`config.mk`:
```
export PLATFORM = sky130hd
export DESIGN_NAME = dmem_arbiter
export DESIGN_NICKNAME = d
export VERILOG_FILES = /design/src/rtl/dmem_arbiter_pkg.sv /design/src/rtl/dmem_rr_pick.sv /design/src/rtl/dmem_arbiter.sv
export SDC_FILE = /design/constraint.sdc
export NUM_CORES = 1
export LEC_CHECK = 0
export ABC_AREA = 1
export CORE_MARGIN = 2
export CORE_UTILIZATION = 36
export DETAILED_ROUTE_END_ITERATION = 8
export GPL_TIMING_DRIVEN = 0
export HOLD_SLACK_MARGIN = 0.03
export PLACE_DENSITY = 0.76
export SLEW_MARGIN = 20
export SYNTH_ARGS = -nofsm -noshare
export SYNTH_HDL_FRONTEND = slang
export SYNTH_HIERARCHICAL = 1
export SYNTH_SLANG_ARGS = --single-unit
export TNS_END_PERCENT = 10
```
`constraint.sdc`:
```
create_clock -name clk -period 1.59 [get_ports clk]
set_clock_uncertainty 0.15 [all_clocks]
set_input_delay 0.3975 -clock clk [delete_from_list [all_inputs] [get_ports clk]]
set_output_delay 0.3975 -clock clk [all_outputs]
set_load 0.02 [all_outputs]
```
`src/rtl/dmem_arbiter_pkg.sv`:
```
// Shared definitions for the data-memory arbiter.
// Contents:
//   DMEM_DEPTH   - default number of 32-bit data-memory words
//   dmem_state_e - arbiter FSM state encoding (IDLE=0, ISSUE=1, RESP=2)
package dmem_arbiter_pkg;

    localparam int unsigned DMEM_DEPTH = 256;

    typedef enum logic [1:0] {
        StIdle  = 2'd0,
        StIssue = 2'd1,
        StResp  = 2'd2
    } dmem_state_e;

endpackage

```
`src/rtl/dmem_rr_pick.sv`:
```
// Two-way round-robin selector (purely combinational).
// Ports:
//   req0, req1   - requests from port 0 / port 1
//   last_served  - port that received the most recent grant
//   grant_valid  - at least one request is present
//   grant_id     - winning port (0 or 1); only meaningful with grant_valid
module dmem_rr_pick (
    input  logic req0,
    input  logic req1,
    input  logic last_served,
    output logic grant_valid,
    output logic grant_id
);

    always_comb begin
        grant_valid = req0 | req1;
        grant_id    = 1'b0;
        if (req0 && req1) begin
            // Contention: the port that was not served last goes next.
            grant_id = ~last_served;
        end else if (req1) begin
            grant_id = 1'b1;
        end
    end

endmodule

```
`src/rtl/dmem_arbiter.sv`:
```
// Two-port arbiter in front of a single-port 32-bit data memory.
// Each granted access takes three cycles: IDLE (grant) -> ISSUE (memory
// access) -> RESP (one-cycle ack to the owner).
// Ports:
//   clk, rst_n              - clock, asynchronous active-low reset
//   req0/we0/addr0/wdata0   - requester 0 (core load/store), held until ack0
//   req1/we1/addr1/wdata1   - requester 1 (debug/loader), held until ack1
//   ack0/ack1               - one-cycle completion pulses
//   rdata0/rdata1           - last read data per port, updated on read acks
//   err0/err1               - address out of range, valid with ack
//   mem_we/mem_re           - data memory write / read enables
//   mem_addr/mem_wdata      - data memory address / write data
//   mem_rdata               - data memory read data
module dmem_arbiter
    import dmem_arbiter_pkg::*;
#(
    parameter int unsigned DEPTH = DMEM_DEPTH,
    parameter int unsigned AW    = 32
) (
    input  logic          clk,
    input  logic          rst_n,
    input  logic          req0,
    input  logic          we0,
    input  logic [AW-1:0] addr0,
    input  logic [31:0]   wdata0,
    input  logic          req1,
    input  logic          we1,
    input  logic [AW-1:0] addr1,
    input  logic [31:0]   wdata1,
    output logic          ack0,
    output logic [31:0]   rdata0,
    output logic          err0,
    output logic          ack1,
    output logic [31:0]   rdata1,
    output logic          err1,
    output logic          mem_we,
    output logic          mem_re,
    output logic [AW-1:0] mem_addr,
    output logic [31:0]   mem_wdata,
    input  logic [31:0]   mem_rdata
);

    // Widened compare so that DEPTH == 2**AW does not wrap to zero.
    localparam logic [63:0] Depth64 = 64'(DEPTH);

    dmem_state_e   state_q, state_d;
    logic          owner_q;
    logic          we_q;
    logic [AW-1:0] addr_q;
    logic [31:0]   wdata_q;
    logic          last_q;
    logic [31:0]   rdata0_q, rdata1_q;

    logic grant_valid;
    logic grant_id;
    logic grant;
    logic in_range;

    dmem_rr_pick u_rr_pick (
        .req0        (req0),
        .req1        (req1),
        .last_served (last_q),
        .grant_valid (grant_valid),
        .grant_id    (grant_id)
    );

    assign in_range = (64'(addr_q) < Depth64);

    // Next-state logic.
    always_comb begin
        state_d = state_q;
        grant   = 1'b0;
        unique case (state_q)
            StIdle: begin
                if (grant_valid) begin
                    grant   = 1'b1;
                    state_d = StIssue;
                end
            end
            StIssue: state_d = StResp;
            StResp:  state_d = StIdle;
            default: state_d = StIdle;
        endcase
    end

    // Outputs; all derived from reset registers so they clear asynchronously.
    always_comb begin
        mem_addr  = addr_q;
        mem_wdata = wdata_q;
        mem_we    = (state_q == StIssue) && we_q && in_range;
        mem_re    = (state_q == StIssue) && !we_q && in_range;
        ack0      = (state_q == StResp) && !owner_q;
        ack1      = (state_q == StResp) && owner_q;
        err0      = ack0 && !in_range;
        err1      = ack1 && !in_range;
        rdata0    = rdata0_q;
        rdata1    = rdata1_q;
    end

    always_ff @(posedge clk or negedge rst_n) begin
        if (!rst_n) begin
            state_q <= StIdle;
            owner_q <= 1'b0;
            we_q    <= 1'b0;
            addr_q  <= '0;
            wdata_q <= '0;
            last_q  <= 1'b1;   // port 0 wins the first contention
        end else begin
            state_q <= state_d;
            if (grant) begin
                owner_q <= grant_id;
                last_q  <= grant_id;
                we_q    <= grant_id ? we1    : we0;
                addr_q  <= grant_id ? addr1  : addr0;
                wdata_q <= grant_id ? wdata1 : wdata0;
            end
        end
    end

    // Read data is captured at the edge ending ISSUE so it is visible with ack.
    always_ff @(posedge clk or negedge rst_n) begin
        if (!rst_n) begin
            rdata0_q <= '0;
            rdata1_q <= '0;
        end else if (state_q == StIssue && !we_q) begin
            if (!owner_q) begin
                rdata0_q <= in_range ? mem_rdata : '0;
            end else begin
                rdata1_q <= in_range ? mem_rdata : '0;
            end
        end
    end

endmodule

```
Word-level counts from Yosys, hierarchy flattened. Cells that the tools add are included.

Multipliers: 0. Equal/unequal tests: 3. Multiplexer cells: 10. Bitwise gates (word level): 3. Shifts and indexed selects: 0. Divide/modulo/power cells: 0. Order comparisons: 1. Reductions and logical operators: 15. Add/subtract/negate cells: 0.

Operators with widths (count): 32-bit two-way mux (3); 32-bit by 9-bit < comparator with 1-bit output (second input constant) (1); 1-bit logical AND (9); 1-bit two-way mux (5); 2-bit one-hot mux with 2 select lines (1); 2-bit AND reduction (2); 1-bit logical NOT (3); 2-bit by 1-bit == test with 1-bit output (second input constant) (1); 2-bit == test (second input constant) (1); 2-bit logical NOT (1); 2-bit two-way mux (1); 2-bit != test (second input constant) (1); 1-bit inverter (2); 1-bit OR (1).

ROM bits: 0. RAM bits: 0. Memories: 0. Input bits: 166. Bits in registers: 133. Bits in latches: 0.

Logic depth before layout (Yosys ltp). Gate-level depths: netlist of run 1.

Depth in word-level cells: 3. Mapped depth: 9. Gate-level depth less buffers: 8.

Cells and area by module. Netlist of run 1, hierarchy kept.

By module, submodules not included: dmem_arbiter (sequential area each 3329.4 µm², times used 1, area an instance 5909.4 µm², cells each 627); dmem_rr_pick (sequential area each 0.0 µm², times used 1, area an instance 15.0 µm², cells each 3).

Worst setup path before layout of run 1. OpenSTA, ideal clock, no wires.

Path kind: register to output. Start: register addr_q[21], in the netlist mem_addr[21]. End: output port mem_re. Setup slack: -0.348 ns. Path buffers: 1. Cell stages (with the launch flop): 9. Arrival time: 1.391 ns. Data required time: 1.042 ns. Cells stage by stage: dfrtp_1 > nor2_1 > nand2_1 > nor2_1 > nand2_1 > nor2_2 > buf_4 > inv_1 > nor2_1.

Word-level cells in the longest chain between the ends: 2.

RTL lines: start: declaration (line dmem_arbiter.sv:49) `logic [AW-1:0] addr_q;`; start signal: assignment (line dmem_arbiter.sv:114) `addr_q <= grant_id ? addr1 : addr0;`; 32-bit by 9-bit < comparator with 1-bit output (line dmem_arbiter.sv:67) `assign in_range = (64'(addr_q) < Depth64);`; 1-bit logical AND (line dmem_arbiter.sv:91) `mem_re = (state_q == StIssue) && !we_q && in_range;`; end: declaration (line dmem_arbiter.sv:37) `output logic mem_re,`.

Every way passes these cells.

Worst setup path after layout of run 1.
Start: register addr_q[27], in the netlist mem_addr[27]. End: output port err0.

Word-level cells in the longest chain between the ends: 3.

RTL lines: 32-bit by 9-bit < comparator with 1-bit output (line dmem_arbiter.sv:67); 1-bit logical NOT (line dmem_arbiter.sv:94) `err0 = ack0 && !in_range;`; 1-bit logical AND (line dmem_arbiter.sv:94); end: declaration (line dmem_arbiter.sv:32) `output logic err0,`.

Every way passes these cells.

==> flow_metrics.py, run 1 <==
metrics = {
    "floorplanning": {
        "initial_utilization_pct": 37.0,
        "io_pins": 300,
        "dieArea_um2": 17500,
        "core-area_um2": 16000,
        "std_cell_rows": 46,
        "die_h_um": 132,
        "die_w_um": 132,
    },
    "yosys": {
        "yosysWarnings": 6,
        "syn_avg_cell_area_um2": 9.40,
        "syn_inst": 630,
        "ys_seq_area_share_pct": 56.2,
        "synth_nets": 796,
        "yosysUniqueCellTypes": 22,
        "syn-cell-area_um2": 5920,
        "synth_seq_cells": 133,
    },
    "clock_tree": {
        "insertion_delay_ns": 0.41,
        "htreeDepth": 4,
        "cts_buffer_depth": 2,
        "numCtsBuffers": 17,
        "tritoncts": "built",
        "cts-root-buf": "clkbuf_16",
        "clock_sinks": 133,
        "cts.clk_slew.worst_paths_ns": 0.06,
    },
    "status": {
        "status": "complete, but fails checks",
        "violations": "negative setup slack",
    },
    "grt": {
        "grt_max_degree": 73,
        "grt_use_total_pct": 23.7,
        "grt.overflow.total": 0,
        "antenna_found_initial": 1,
        "grt_pass1_wl_mm": 32.6,
        "grt_pass1_vias": 6037,
    },
    "worst_setup_path": {
        "reg2reg_depth": 11,
        "endpoint": "err0",
        "path_buf_inv": 4,
        "cp_max_fo": 4,
        "critical_path.slowest_cell": "dfrtp_1",
        "cp_top_family": "simple AND/OR/NAND/NOR gates",
        "path_cells": "nor2_2, nand2_1, nor2_2, nand2_2, nor2_4, buf_6, inv_8, nand2_2, inv_2, buf_6",
        "crit-reg2reg-launch": "mem_addr[27]",
        "worst_r2r_endpoint": "rdata0[2]",
        "crit_cells": 10,
        "start_kind": "register",
        "slowest_delay_ns": 0.41,
        "required_ns": 1.04,
        "criticalPathCategory": "reg2out",
        "startpoint": "mem_addr[27]",
        "critPathCaptureType": "output port",
        "reg2reg_setup_slack_ns": -0.26,
        "cp_data_arrival_time_ns": 1.74,
    },
    "timing": {
        "tns_ns": -15.66,
        "finalWorstSetupSlack_ns": -0.695,
        "final_max_slew_viol_count": 0,
        "max-slew-margin-rel_pct": 66.6,
        "worst_slew_pin_slew_ns": 0.501,
        "period_share_pct": 144,
        "clock.fmax_mhz": 438,
        "rsz0062_at_grt": "true",
        "hold_viol_final": 0,
        "period_minus_slack_ns": 2.28,
        "setup_viol": 79,
    },
    "drt": {
        "vias_per_cell": 4.76,
        "drc": 0,
        "postRouteAntennaNets": 0,
        "dr.pass1.iters": 4,
        "num_vias": 5716,
        "postRouteWirelength_mm": 20.5,
        "drtIter0Drc": 309,
        "wire_per_inst_um": 17.0,
    },
    "place": {
        "gp_congestion": 0.813,
        "portBuffers": 299,
        "placed_cells": 1146,
        "dpl.hpwl_mm": 15.0,
    },
    "job": {
        "maxCapViolations": 0,
    },
    "power_and_ir_drop": {
        "seqPwrFrac_pct": 31.6,
        "p_clk_share_pct": 22.4,
        "p_per_area_nw_per_um2": 1860,
        "switchingPower_w": 0.00749,
        "vdd_drop_max_v": 0.000932,
        "p_sw_share_pct": 40.8,
        "p_int_w": 0.0109,
        "total_leakage_power_nw": 4.84,
        "power_frac_comb_pct": 46.0,
    },
    "final_layout": {
        "nets": 1138,
        "finalNonFillerCells": 1201,
        "drive_gt1_share_pct": 28.8,
        "area_delta_synth_final_pct": 67.0,
        "final_cell_mix": "clkdlybuf4s50_1, nand2_1, dfrtp_1",
        "layout_commonest_cell": "clkdlybuf4s50_1",
        "final_core_utilization_pct": 61.8,
    },
    "min_path": {
        "hold_path_class": "reg2reg",
    },
}
-- cells in the mapped netlist (all sizes together) --
cell type  instances  share of area, %
nor3               2              0.17
nor3b              1              0.13
o211ai             9               1.1
inv               28               1.8
or2                1              0.11
clkbuf             2              0.13
dfstp              1              0.44
buf               40               5.0
mux2i             56               9.5
a21oi             57               4.8
nand3             64               5.4
dfrtp            132                56
nor2              74               5.1
o21ai             11              0.93
nand2            152               9.7
-- metrics by stage --
step	setup slack, ns	hold slack, ns	cell area [µm²]	total power, W
6_report	-0.695	0.323	9890	0.0184
5_1_grt	-0.785	0.343	9890	0.0195
4_1_cts	-0.728	0.326	9720	0.0183
3_5_place_dp	-0.985	0.223	9260	0.0147
3_3_place_gp	-5.95	0.313	9230	0.0145
2_1_floorplan	-0.161	-0.0481	5970	0.0102
-- logic make-up after synthesis --
family / share of synthesized area, %
simple gates: 20.6
flops: 56.2
compound gates: 6.88
buf+inv: 6.86
mux: 9.46
-- layout make-up --
class,instances,area [µm²]
Antenna cell,1,2.50
Buffer,42,460
Clock buffer,20,467
Clock inverter,11,149
Fill cell,1419,6110
Inverter,28,113
Multi-Input combinational cell,427,2350
Sequential cell,133,3340
Tap cell,216,270
Timing Repair Buffer,323,2740
-- power groups by stage --
stage / logic, W / registers (W) / clock network [W]
floorplan: 0.00269 / 0.00749 / 0
global placement: 0.00871 / 0.00580 / 0
detailed placement: 0.00884 / 0.00583 / 0
CTS: 0.00841 / 0.00577 / 0.00416
global route: 0.00916 / 0.00598 / 0.00430
finish: 0.00845 / 0.00580 / 0.00411
-- layer usage --
metal,part of all wire [%],global-route usage [%],vias to the layer above
met4,2.1,7.47,0
met5,0,0,-
met2,52,41.8,230
li1,-,-,2746
met1,38,27.5,2715
met3,8.2,7.57,25
-- sequential cells by signal, indices dropped and copies added, names as in the netlist --
| register | cells |
|---|---|
| last_q | 1 |
| mem_addr | 32 |
| mem_wdata | 32 |
| owner_q | 1 |
| rdata0 | 32 |
| rdata1 | 32 |
| state_q | 2 |
| we_q | 1 |
-- worst reg2reg max path, cell delays in order, from the launching register on --
cell     delay [ns]
dfrtp_1        0.41
nor2_2         0.13
nand2_1        0.09
nor2_2         0.13
nand2_2        0.07
nor2_4         0.11
buf_6          0.14
buf_4          0.12
buf_12         0.14
buf_8          0.13
nand3_1        0.08
nand2_1        0.08
-- worst min-delay path by stage --
stage	slack (ns)	endpoint	startpoint	cells past startpoint
floorplan	-0.05	mem_addr[0]	rst_n	0
global placement	0.31	rdata1[0]	rdata1[0]	2
detailed placement	0.22	rdata0[27]	rst_n	1
CTS	0.33	rdata1[25]	rdata1[25]	2
global route	0.34	rdata0[27]	rdata0[27]	2
finish	0.32	rdata0[28]	rdata0[28]	2
-- what timing repair did --
| item | 4_1_cts | 5_1_grt |
|---|---|---|
| setup buffers | 17 | 2 |
| endpoints found under the setup margin | 253 | 147 |
| resized for setup | 626 | 39 |
| hold endpoints to repair | 60 | 0 |
| hold buffers | 1 | 0 |
| cloned | 2 | 2 |
| pin swaps | 10 | 18 |
Power figures use the tool's default switching activity.
==> run 2: changes to the inputs <==
- RECOVER_POWER: default -> 50
==> run 2 against run 1 <==
The run still ends with negative setup slack left. Cell area down 0.10%. Register-to-register slack about the same. Hold slack about the same. Clock power about the same. Critical path depth unchanged. Sequential power about the same. Highest routed layer unchanged. Power about the same. Worst setup slack better by 0.00058 ns. Largest cell class unchanged. Sequential cell count unchanged. Count of clock-buffer cells in the layout unchanged.
==> flow_metrics.py, run 2 (same netlist as run 1, synthesis figures left out) <==
metrics = {
    "worst_setup_path": {
        "reg2reg_depth": 11,
        "slowest_delay_ns": 0.41,
        "cp_max_fo": 4,
        "cp_top_family": "simple AND/OR/NAND/NOR gates",
        "path_buf_inv": 4,
        "path_cells": "nor2_2, nand2_1, nor2_2, nand2_2, nor2_4, buf_6, inv_8, nand2_2, inv_2, buf_6",
        "crit-reg2reg-launch": "mem_addr[27]",
        "reg2reg_setup_slack_ns": -0.26,
        "critPathCaptureType": "output port",
        "worst_r2r_endpoint": "rdata1[14]",
        "critical_path.slowest_cell": "dfrtp_1",
        "criticalPathCategory": "reg2out",
        "cp_data_arrival_time_ns": 1.74,
        "required_ns": 1.04,
        "start_kind": "register",
    },
    "final_layout": {
        "layout_commonest_cell": "clkdlybuf4s50_1",
        "final_cell_mix": "clkdlybuf4s50_1, nand2_1, dfrtp_1",
        "finalNonFillerCells": 1201,
        "multi_input_comb_area_um2": 2350,
        "fillerInstances": 1422,
        "area_delta_synth_final_pct": 66.8,
        "fin_area_um2": 9880,
        "drive_gt1_share_pct": 28.8,
        "seqCellArea_um2": 3340,
        "nets": 1138,
    },
    "power_and_ir_drop": {
        "finalPower_w": 0.0184,
        "total_leakage_power_nw": 4.83,
        "vdd_drop_max_v": 0.000931,
        "p_per_area_nw_per_um2": 1860,
    },
    "timing": {
        "worst_slew_pin_slew_ns": 0.913,
        "hold_slack_ns": 0.324,
        "setup_viol": 207,
        "hold_viol_final": 0,
        "finalWorstSetupSlack_ns": -0.694,
        "period_minus_slack_ns": 2.28,
        "tns_ns": -20.85,
        "max-slew-margin-rel_pct": 39.2,
        "clock.fmax_mhz": 438,
        "rsz0062_at_grt": "true",
        "final_max_slew_viol_count": 0,
        "period_share_pct": 144,
    },
    "status": {
        "violations": "negative setup slack",
        "status": "complete, but fails checks",
    },
    "drt": {
        "drc": 0,
        "postRouteAntennaNets": 0,
        "drtIter0Drc": 303,
        "wire_per_inst_um": 17.1,
        "dr.pass1.iters": 4,
        "num_vias": 5735,
        "vias_per_cell": 4.78,
        "postRouteWirelength_mm": 20.5,
    },
    "clock_tree": {
        "tritoncts": "built",
        "clock_sinks": 133,
        "insertion_delay_ns": 0.41,
        "numCtsBuffers": 17,
        "htreeDepth": 4,
        "cts.clk_slew.worst_paths_ns": 0.06,
        "cts-root-buf": "clkbuf_16",
        "cts_buffer_depth": 2,
    },
    "floorplanning": {
        "std_cell_rows": 46,
        "die_w_um": 132,
        "io_pins": 300,
        "initial_utilization_pct": 37.0,
        "core-area_um2": 16000,
        "dieArea_um2": 17500,
        "die_h_um": 132,
    },
    "place": {
        "dpl.hpwl_mm": 15.0,
        "gp_congestion": 0.813,
        "placed_cell_area_um2": 9260,
        "portBuffers": 299,
        "placed_cells": 1146,
    },
    "grt": {
        "grt.overflow.total": 0,
        "grt_max_degree": 73,
        "antenna_found_initial": 1,
        "grt_pass1_wl_mm": 32.6,
        "grt_use_total_pct": 23.7,
        "grt_pass1_vias": 6037,
    },
    "min_path": {
        "hold_end": "rdata0[30]",
        "hold_path_class": "reg2reg",
        "hold_depth": 2,
        "min_from": "rdata0[30]",
    },
    "job": {
        "maxCapViolations": 0,
    },
}
[run 2: cell types whose count changed in the layout (fill, tap and decap cells not counted)]
cell | before | now
buf_2 | 118 | 91
buf_4 | 18 | 17
buf_8 | 10 | 9
clkbuf_2 | 2 | 30
clkbuf_4 | 0 | 1
[run 2: layer usage]
metal	track usage (%)	part of all wire, %	up-vias
met5	0	0	-
met4	7.47	2.1	0
met3	7.57	8.1	25
met2	41.8	52	239
met1	27.5	38	2727
li1	-	-	2744
[run 2: power by group]
| group | leakage (nW) | total, W | switching, W | internal, W |
|---|---|---|---|---|
| combinational | 2.91 | 0.00843 | 0.00507 | 0.00336 |
| sequential | 1.63 | 0.00581 | 0.000911 | 0.00490 |
| clock | 0.295 | 0.00411 | 0.00152 | 0.00259 |
| total | 4.83 | 0.0184 | 0.00750 | 0.0109 |
[run 2: worst min-delay path: stages (launching register included)]
cell     delay (ns)
dfrtp_1        0.34
nand2_1        0.05
nand2_1        0.05
[run 2: timing repair]
action                                  4_1_cts  5_1_grt
hold endpoints to repair                     60        0
cloned                                        2        2
hold buffers                                  1        0
gates resized for setup                     626       39
buffers inserted                             17        2
pin swaps                                    10       18
endpoints found under the setup margin      253      147
[run 2: metrics by stage]
step / util (%) / setup slack [ns]
after floorplan: - / -0.161
after global placement: 57.7 / -5.95
after detailed placement: 57.9 / -0.985
after CTS: 60.7 / -0.728
after global routing: 61.8 / -0.785
final: 61.8 / -0.694
[run 2: area by class of cell]
type	count	share of cell area, %
tap	216	2.73
buffer	42	4.63
clock inverter	11	1.51
clock buffer	20	4.72
timing repair buffer	323	27.6
inverter	28	1.14
antenna	1	0.0253
multi-input combinational	427	23.7
sequential	133	33.8
[run 2: worst max path at each step]
stage              endpoint  cells past startpoint  slack (ns)         start
3_3_place_gp   mem_addr[24]                      1       -5.95         rst_n
4_1_cts              mem_we                      9       -0.73  mem_addr[31]
2_1_floorplan        mem_re                      8       -0.16  mem_addr[21]
6_report               err0                     10       -0.69  mem_addr[27]
5_1_grt              mem_we                      9       -0.78  mem_addr[27]
3_5_place_dp   mem_wdata[9]                      7       -0.98          req1
==> run 3: changes to the inputs <==
- CORE_UTILIZATION: 36 -> 40
- DONT_BUFFER_PORTS: default -> 1
- PLACE_DENSITY: 0.76 -> default
==> run 3 against run 2 <==
The run ends with negative hold slack, negative setup slack left. Sequential power is 38% higher. Sequential cell count stayed put. Non-clock buffer count is 224 lower. Highest routed layer unchanged. Largest power group is now registers. Routed wire length is 10% lower.
==> flow_metrics.py, run 3 (same netlist as run 1, synthesis figures left out) <==
metrics = {
    "status": {
        "status": "complete, but fails checks",
        "violations": "negative hold slack, negative setup slack",
    },
    "drt": {
        "drc": 0,
        "dr.pass1.iters": 4,
        "wire_per_inst_um": 19.5,
        "postRouteAntennaNets": 0,
        "vias_per_cell": 5.32,
        "num_vias": 5031,
        "postRouteWirelength_mm": 18.4,
        "drtIter0Drc": 245,
    },
    "worst_setup_path": {
        "critPathCaptureType": "output port",
        "cp_max_fo": 4,
        "startpoint": "mem_addr[14]",
        "criticalPathCategory": "reg2out",
        "required_ns": 1.04,
        "reg2reg_setup_slack_ns": -0.28,
        "worst_r2r_endpoint": "rdata1[17]",
        "reg2reg_depth": 10,
        "cp_data_arrival_time_ns": 1.73,
        "start_kind": "register",
        "crit-reg2reg-launch": "mem_addr[14]",
    },
    "place": {
        "place_ws_ns": -0.513,
        "placed_cell_area_um2": 6200,
        "gp_congestion": 0.816,
        "placed_cells": 814,
        "portBuffers": 0,
        "dpl.hpwl_mm": 12.7,
    },
    "floorplanning": {
        "die_w_um": 126,
        "io_pins": 300,
        "die_h_um": 126,
        "initial_utilization_pct": 40.9,
        "dieArea_um2": 15800,
        "std_cell_rows": 44,
        "core-area_um2": 14500,
    },
    "clock_tree": {
        "clock_sinks": 133,
        "insertion_delay_ns": 0.41,
        "cts-root-buf": "clkbuf_16",
        "cts.clk_slew.worst_paths_ns": 0.06,
        "numCtsBuffers": 17,
        "htreeDepth": 4,
        "tritoncts": "built",
        "cts_buffer_depth": 2,
        "cts_hold_buf": 94,
    },
    "min_path": {
        "hold_path_class": "in2async",
    },
    "power_and_ir_drop": {
        "total_leakage_power_nw": 3.77,
        "vdd_drop_max_v": 0.000844,
        "p_per_area_nw_per_um2": 1970,
    },
    "timing": {
        "rsz0062_at_grt": "true",
        "clock.fmax_mhz": 439,
        "worst_slew_pin_slew_ns": 0.330,
        "tns_ns": -16.40,
        "max-slew-margin-rel_pct": 78.0,
        "period_share_pct": 143,
        "final_max_slew_viol_count": 0,
        "hold_slack_ns": -0.470,
        "setup_viol": 119,
        "period_minus_slack_ns": 2.28,
        "hold_viol_final": 133,
        "finalWorstSetupSlack_ns": -0.690,
    },
    "grt": {
        "grt_pass1_vias": 5422,
        "antenna_found_initial": 0,
        "grt_max_degree": 134,
        "grt_pass1_wl_mm": 28.7,
        "grt_use_total_pct": 23.3,
        "grt.overflow.total": 0,
    },
    "final_layout": {
        "layout_commonest_cell": "nand2_1",
        "antenna-diode-count": 0,
        "finalNonFillerCells": 945,
        "nets": 914,
        "final_cell_mix": "nand2_1, dfrtp_1, dlygate4sd3_1",
        "drive_gt1_share_pct": 16.3,
        "area_delta_synth_final_pct": 33.5,
        "fin_area_um2": 7910,
    },
    "job": {
        "maxCapViolations": 0,
    },
}
==> run 3: cell count changes in the layout (fill, tap and decap cells not counted), moves of 4 or more <==
cell	previous run	this run
a21oi_1	52	56
buf_2	91	1
buf_6	41	21
buf_8	9	1
clkbuf_2	30	1
clkdlybuf4s15_2	4	0
clkdlybuf4s50_1	162	0
dfrtp_1	120	111
dfrtp_2	12	21
dlygate4sd3_1	1	94
nand3_1	59	64
nand3_2	5	0
nor2_1	65	61
==> run 3: worst max path at each step <==
stage,to,slack (ns),cells after the start
4_1_cts,mem_re,-0.74,8
3_3_place_gp,mem_re,-0.53,8
2_1_floorplan,mem_re,-0.16,8
5_1_grt,err1,-0.77,9
3_5_place_dp,mem_re,-0.51,8
6_report,mem_re,-0.69,8
==> run 3: area by class of cell <==
class / count / area, µm²
clock inverter: 8 / 51.3
inverter: 28 / 113
buffer: 42 / 422
fill: 1261 / 6570
tap: 184 / 230
sequential: 133 / 3360
clock buffer: 24 / 492
multi-input combinational: 427 / 2270
timing repair buffer: 99 / 978
==> run 3: power by group <==
group,switching [W],internal (W),leakage (nW)
Combinational,0.00229,0.00171,1.88
Sequential,0.00307,0.00492,1.62
Clock,0.00144,0.00215,0.262
Total,0.00680,0.00878,3.77
==> run 3: repair_timing <==
| action | 4_1_cts | 5_1_grt |
|---|---|---|
| gates resized for setup | 47 | 24 |
| endpoints found under the hold margin | 234 | 133 |
| buffers inserted | 4 | 2 |
| pin swaps | 7 | 4 |
| endpoints found under the setup margin | 137 | 137 |
==> run 3: through the flow <==
stage / total power [W] / util, %
3_3_place_gp: 0.0112 / 42.8
6_report: 0.0156 / 54.6
2_1_floorplan: 0.0102 / -
4_1_cts: 0.0156 / 54.2
5_1_grt: 0.0164 / 54.6
3_5_place_dp: 0.0114 / 42.8
==> run 3: critical path, cell delays in order, from the launching register on <==
cell	delay, ns
dfrtp_2	0.45
inv_1	0.09
nand2_1	0.06
nor2_1	0.13
nand2_1	0.11
nor2_2	0.15
buf_6	0.13
inv_6	0.04
nor2_4	0.15
==> run 3: metal layers <==
metal  global-route usage, %  part of all wire [%]  vias to the layer above
li1                        -                     -                     2295
met1                    25.8                    37                     2438
met2                    41.1                    52                      264
met3                    7.86                   8.6                       34
met4                    9.74                   2.8                        0
met5                       0                     0                        -
